[src/rtl/axi_async_chan_src.sv]
// axi_async_chan_src
// Write half of one channel of the token-based asynchronous AXI link.
// Beats accepted from a local valid/ready stream are stored in a small slot
// buffer. The write count goes to the sink domain as a Johnson-coded token,
// and the sink's Johnson-coded read pointer comes back through a
// synchronizer to free slots. The slot the sink addresses is presented
// combinationally on data_o.
module axi_async_chan_src #(
  parameter int unsigned DATA_WIDTH   = 64,
  parameter int unsigned BUFFER_WIDTH = 4,   // slot count N, also token width, >= 2
  parameter int unsigned SYNC_STAGES  = 2    // read-pointer synchronizer depth, >= 2
) (
  input  logic                    clk_i,
  input  logic                    rst_i,
  input  logic                    valid_i,
  output logic                    ready_o,
  input  logic [DATA_WIDTH-1:0]   data_i,
  output logic [BUFFER_WIDTH-1:0] writetoken_o,
  input  logic [BUFFER_WIDTH-1:0] readpointer_i,
  output logic [DATA_WIDTH-1:0]   data_o
);

  // Binary slot index width and width of a popcount over the token.
  localparam int unsigned IDX_W = (BUFFER_WIDTH > 1) ? $clog2(BUFFER_WIDTH) : 1;
  localparam int unsigned CNT_W = $clog2(BUFFER_WIDTH + 1);
  localparam logic [IDX_W-1:0] LAST_IDX = IDX_W'(BUFFER_WIDTH - 1);

  // Write-side state.
  logic [BUFFER_WIDTH-1:0] wtok_q, wtok_d;
  logic [IDX_W-1:0]        widx_q, widx_d;

  // Read-pointer synchronizer; the last stage is the only one used by logic.
  logic [BUFFER_WIDTH-1:0] sync_q [SYNC_STAGES];
  logic [BUFFER_WIDTH-1:0] rsync;

  // Slot storage.
  logic [DATA_WIDTH-1:0]   slot_q [BUFFER_WIDTH];

  // Status and read-side decode.
  logic                    full;
  logic                    write_en;
  logic [CNT_W-1:0]        rd_ones;
  logic [IDX_W-1:0]        ridx;

  // Bring the far-side read pointer into the local clock domain. Johnson
  // coding guarantees at most one bit is in flight, so the captured value is
  // always either the old or the new pointer, never a mix.
  always_ff @(posedge clk_i) begin
    if (rst_i) begin
      for (int i = 0; i < SYNC_STAGES; i++) begin
        sync_q[i] <= '0;
      end
    end else begin
      // NOTE: non-blocking assignments make every stage sample the previous
      // stage's pre-edge value, so this is a real shift register and not a
      // single flop with the intermediate stages collapsed away.
      sync_q[0] <= readpointer_i;
      for (int i = 1; i < SYNC_STAGES; i++) begin
        sync_q[i] <= sync_q[i-1];
      end
    end
  end

  assign rsync = sync_q[SYNC_STAGES-1];

  // Tokens equal means empty; write token equal to the inverted read token
  // means the writer is exactly N steps ahead, i.e. every slot is occupied.
  // ready_o depends only on flops so it never combinationally follows valid_i.
  assign full     = (wtok_q == ~rsync);
  assign ready_o  = ~full;
  assign write_en = valid_i & ~full;

  // Next write token and index: one Johnson step and a wrapping increment per accepted beat.
  always_comb begin
    // NOTE: every output of this block gets a default first, so no path
    // leaves it unassigned and no latch is inferred.
    wtok_d = wtok_q;
    widx_d = widx_q;
    if (write_en) begin
      wtok_d = {wtok_q[BUFFER_WIDTH-2:0], ~wtok_q[BUFFER_WIDTH-1]};
      widx_d = (widx_q == LAST_IDX) ? '0 : widx_q + IDX_W'(1);
    end
  end

  // Write token and index registers; the token flop feeds writetoken_o with no logic after it.
  always_ff @(posedge clk_i) begin
    if (rst_i) begin
      wtok_q <= '0;
      widx_q <= '0;
    end else begin
      wtok_q <= wtok_d;
      widx_q <= widx_d;
    end
  end

  assign writetoken_o = wtok_q;

  // Store an accepted beat in the slot addressed by the binary write index.
  always_ff @(posedge clk_i) begin
    if (rst_i) begin
      // NOTE: the slots are cleared on reset on purpose, so data_o presents
      // defined zeros rather than stale payload after a reset; this keeps the
      // storage in flops rather than a RAM macro, which suits a buffer this small.
      for (int i = 0; i < BUFFER_WIDTH; i++) begin
        slot_q[i] <= '0;
      end
    end else if (write_en) begin
      slot_q[widx_q] <= data_i;
    end
  end

  // Decode the raw read pointer into a slot index. In the first half of the
  // Johnson cycle the popcount is the read count; in the second half (MSB
  // set) the zeros re-fill from the bottom, so the index is N - popcount.
  always_comb begin
    rd_ones = '0;
    for (int i = 0; i < BUFFER_WIDTH; i++) begin
      rd_ones = rd_ones + CNT_W'(readpointer_i[i]);
    end
    if (readpointer_i[BUFFER_WIDTH-1]) begin
      ridx = IDX_W'(CNT_W'(BUFFER_WIDTH) - rd_ones);
    end else begin
      ridx = IDX_W'(rd_ones);
    end
  end

  // Crossing path: the sink only samples a slot its synchronized write
  // token marks as written, and that slot is not rewritten until the
  // matching read toggle has come back, so the payload is stable whenever
  // it is captured. Constrain as a multicycle/false path.
  assign data_o = slot_q[ridx];

endmodule
[config.mk]
export PLATFORM = sky130hd
export DESIGN_NAME = axi_async_chan_src
export DESIGN_NICKNAME = d
export VERILOG_FILES = /design/src/rtl/axi_async_chan_src.sv
export SDC_FILE = /design/constraint.sdc
export NUM_CORES = 1
export LEC_CHECK = 0
export ABC_AREA = 1
export BUFFER_PORTS_ARGS = -buffer_cell sky130_fd_sc_hd__buf_2
export CORE_MARGIN = 5
export CORE_UTILIZATION = 25
export CTS_BUF_LIST = sky130_fd_sc_hd__clkbuf_8
export DETAILED_ROUTE_END_ITERATION = 12
export PLACE_DENSITY_LB_ADDON = 0.25
export SYNTH_ARGS = -nofsm -noshare
export SYNTH_HDL_FRONTEND = slang
export SYNTH_SLANG_ARGS = --single-unit
[constraint.sdc]
create_clock -name clk_i -period 22.3 [get_ports clk_i]
set_clock_uncertainty 0.1 [all_clocks]
set_input_delay 4.46 -clock clk_i [delete_from_list [all_inputs] [get_ports clk_i]]
set_output_delay 4.46 -clock clk_i [all_outputs]
set_load 0.02 [all_outputs]
# --- Word-level counts from Yosys, hierarchy flattened ---
# Memories as Yosys holds them, arrays and structs flattened.
# Index checks and enable logic that the tools add are counted.
classes:
  add_sub_neg: 5
  n_eq_ne: 2
  muxes: 13
  n_bitwise: 6
  reduce_logical: 1
op_table:
  columns: ["cell", "n"]
  rows:
  - ["64-bit two-way mux", 1]
  - ["64-bit OR reduction", 1]
  - ["4-bit two-way mux", 2]
  - ["1-bit two-way mux", 7]
  - ["2-bit two-way mux", 3]
  - ["2-bit by 1-bit adder with 2-bit output", 2]
  - ["4-bit == test", 1]
  - ["4-bit NOT", 1]
  - ["1-bit by 1-bit adder with 2-bit output", 1]
  - ["2-bit by 1-bit adder with 2-bit output, second input constant", 1]
  - ["2-bit == test, second input constant", 1]
  - ["1-bit NOT", 2]
  - ["1-bit OR", 2]
  - ["1-bit by 2-bit subtractor with 2-bit output, first input constant", 1]
  - ["1-bit AND", 1]
word_totals:
  register_bits: 6
  mem_bits_rw: 264
  in_bits: 71
  wordCells: 31
  memories: 2
mem_list:
  columns: ["memory", "depth", "word_bits", "rd", "rd_clocked_by_memory_dff", "wr", "line", "text"]
  rows:
  - ["slot_q", 4, 64, 1, 0, 4, "37", "logic [DATA_WIDTH-1:0] slot_q [BUFFER_WIDTH];"]
  - ["sync_q", 2, 4, 2, 0, 2, "33", "logic [BUFFER_WIDTH-1:0] sync_q [SYNC_STAGES];"]

# --- Logic depth before layout (Yosys ltp) ---
depth:
  ltp_word: 9
  ltp_mapped: 9
  ltp_nobuf: 9

# --- Worst setup path after synthesis ---
# OpenSTA, ideal clock, no wires.
synth_timing:
  kind: "input -> output"
  start: "input port readpointer_i[0]"
  end: "output port data_o[56]"
  arrival_time_ps: 6342
  setup_slack_ps: 11398
  path_stages: 8
  n_path_buf: 3
  cell_sequence: "fa_1 -> ha_1 -> buf_2 -> nand2_1 -> xor2_1 -> buf_2 -> buf_2 -> o21ai_0"
synth_via:
  elab_chain_len: 6
synth_rtl:
  columns: ["item", "line", "text"]
  rows:
  - ["from (decl)", "19", "input logic [BUFFER_WIDTH-1:0] readpointer_i,"]
  - ["1-bit by 1-bit adder with 2-bit output *", "118", "rd_ones = rd_ones + CNT_W'(readpointer_i[i]);"]
  - ["2-bit by 1-bit adder with 2-bit output * (2 in series)", "118", null]
  - ["1-bit by 2-bit subtractor with 2-bit output", "121", "ridx = IDX_W'(CNT_W'(BUFFER_WIDTH) - rd_ones);"]
  - ["2-bit two-way mux *", "120", "if (readpointer_i[BUFFER_WIDTH-1]) begin"]
  - ["memory 4 x 64 bit *", null, null]
  - ["to (decl)", "20", "output logic [DATA_WIDTH-1:0] data_o"]
# Mark *: on every way between the ends. The rest lies on a longest branch, timed or not.

# --- Final worst setup path ---
layout_timing:
  start: "input port readpointer_i[0]"
  end: "output port data_o[12]"
# Same word-level chain as after synthesis.

==> summary.md <==
| Metric | Value |
|---|---|
| Tcrit/Tclk final | 54.6% |
| Crit path launch type | primary input |
| Mapped Cells | 1132 |
| CTS root buf | clkbuf_8 |
| Status | finished, final reports clean |
| Critical path data required time | 17740 ps |
| Worst Path Arrival | 7620 ps |
| Yosys warns | 0 |
| Max_slew headroom | 25.1% |
| Vias | 8434 |
| Max-cap check violation count | 0 |
| Register clock-pin slew on the reported worst setup and hold paths | 60 ps |
| Pre-antenna DRT Iters | 5 |
| Vias/cell | 4.31 |
| Maximum clock path buffer count | 3 |
| CTS tree | built |
| Share of layout cells above drive strength 1 | 25.5% |
| #FFs+latches synth | 270 |
| Largest net degree at the start of global routing | 73 |
| WS Path Type | in2out |
| Total power divided by cell area | 88.4 nW/um^2 |
| H-tree depth | 2 |
| Total grt overflow | 0 |
| Tmin final | 12180 ps |
| Peak supply drop | 0.0000343 V |
| Sink Count | 270 |
| Cell Rows | 82 |
| Crit-path max FO | 72 |
| Synth Flop Type | edfxtp_1 |
| Highest Clock Rate | 82.1 MHz |
| PnR worst setup slack | 10120 ps |
| DIE AREA | 55300 sq um |
| Crit path capture type | output port |
| Overall track demand over capacity in global routing | 12.3% |
| Nets | 1327 |
| Inserted Clock Buffers | 47 |
| Buffers inserted by post-CTS timing repair | 0 |
| Inst Count DP | 1876 |
| Synthesized Nets | 1206 |
| Final wirelength | 34800 um |
| Area grow syn2layout | 16.6% |
| 1st-iter DRT viols | 306 |
| Number of global-route vias before repair | 8556 |
| Hold WC Path Type | reg2reg |
| # diodes | 0 |
| WL/cell | 17.8 um |
| Non-filler cells, final | 1958 |
| GP Congestion | 0.694 |
| # IOs | 140 |
| Drc violations | 0 |
| Avg Inst Size Synth | 11.2 sq um |
| Die width | 235 um |
| Asr flop ratio synth | 0% |
| Worst-Margin Slew | 1120 ps |
| Initial Util | 25.3% |
| Clock Latency Late Sink | 580 ps |
| First-pass GRT wire length | 53500 um |
| Total negative slack | 0 ps |
| Cts repair resizes | 0 |
| Static leakage | 6.03 nW |
| Final setup fails | 0 |
| Hold_buf cts | 0 |
| Core area | 50200 sq um |
| Number of synthesized flops with an enable pin | 256 |
| Slew Viols, Final | 0 |
| DIE HEIGHT | 235 um |
| Pre-CTS WS | 10000 ps |
| DP HPWL | 19600 um |
| Final hold violation count | 0 |
| Synth Cell Area | 12700 sq um |
| Library cells used by synthesis | 24 |
| Sequential element share of the synthesized area | 62.8% |
| Initial antenna violation count | 0 |
| ANT nets after route | 0 |
| RSZ-0062 raised after global routing | no |
| IO Port Bufs | 139 |
cell families (layout without fill, tap and decap cells):
logic type / count (synthesis) / count (layout) / synth area share [%]
simple gates: 549 / 549 / 22.3
flops: 270 / 270 / 62.8
buf+inv: 171 / 325 / 6.44
compound gates: 73 / 73 / 2.88
mux: 64 / 64 / 5.05
fa+ha+maj: 3 / 3 / 0.355
xor+xnor: 2 / 2 / 0.138
cell type report:
class | instances | area, sq um
clock buffers | 48 | 661
clock inverters | 34 | 165
fillers | 5233 | 35400
inverters | 86 | 325
multi-input cells | 691 | 3990
flip-flops and latches | 270 | 7970
well taps | 672 | 841
repair buffers | 157 | 831
worst max-delay path, cell delays in order:
cell     delay, ps
buf_2          110
fa_1           520
ha_4           520
nand2_1        220
xor2_4         200
buf_4          490
buf_4          610
nand2_1        120
o21ai_0        110
buf_2          200
power breakdown:
| group | switching (mW) | leakage [nW] | internal (mW) |
|---|---|---|---|
| registers | 0.0107 | 2.77 | 0.594 |
| logic | 0.213 | 2.78 | 0.0796 |
| clock network | 0.201 | 0.489 | 0.210 |
layout by cell type, fill, tap and decap left out, types with 2 or more instances in the layout:
| cell | count |
|---|---|
| nand2_1 | 277 |
| edfxtp_1 | 256 |
| buf_2 | 139 |
| nor3_2 | 100 |
| inv_1 | 99 |
| nor3_1 | 92 |
| nor2_1 | 72 |
| o21ai_0 | 70 |
| mux2i_1 | 64 |
| clkbuf_8 | 48 |
| buf_4 | 18 |
| dfxtp_1 | 13 |
| clkinv_1 | 10 |
| inv_2 | 4 |
| clkinv_2 | 4 |
| o21ai_4 | 3 |
| nor2_2 | 2 |
metal layers:
layer / up-vias / track usage [%] / part of all wire [%] / routed length, um
met4: 0 / 3.01 / 1.8 / 632
met3: 53 / 3.07 / 4.7 / 1620
met1: 4097 / 16.3 / 46 / 15800
li1: 4106 / - / - / -
met2: 178 / 20.4 / 48 / 16700
met5: - / 0 / 0 / 0
final timing paths:
kind	endpoint	start	cells after the start	slack (ps)
worst min register to register	sync_q[0][7]$_SDFF_PP0_	sync_q[0][3]$_SDFF_PP0_	2	300
worst max register to register	slot_q[3][29]$_DFFE_PP_	writetoken_o[1]$_SDFFE_PP0P_	10	18890
worst min-delay path	sync_q[0][7]$_SDFF_PP0_	sync_q[0][3]$_SDFF_PP0_	2	300
worst max-delay path	data_o[12]	readpointer_i[0]	10	10120
state kept, by name, summed over array words and instances (netlist names):
register      count
writetoken_o      4
slot_q          256
widx_q            2
sync_q            8
synthesized netlist by cell type, types with 2 or more instances:
master,count,area [sq um]
edfxtp_1,256,7690
buf_6,13,146
o21ai_0,73,365
buf_4,9,67.6
nand2_1,277,1040
nor2_1,73,274
inv_1,82,308
nor3_1,92,460
mux2i_1,64,641
buf_2,35,175
nor3_2,100,1000
nand3_1,2,10.0
ha_1,2,25.0
dfxtp_1,14,280
clkbuf_1,27,101
inv_2,4,15.0
nor2_2,2,12.5
stage by stage:
step | util (%) | hold WS (ps) | instance area [sq um] | power [mW]
2_1_floorplan | - | 288 | 12700 | 0.812
3_3_place_gp | 27.8 | 293 | 14000 | 0.916
3_5_place_dp | 27.8 | 296 | 14000 | 0.918
4_1_cts | 29.5 | 298 | 14800 | 1.34
5_1_grt | 29.5 | 315 | 14800 | 1.38
6_report | 29.5 | 298 | 14800 | 1.31
No activity file was read; power rests on OpenSTA's default activity.
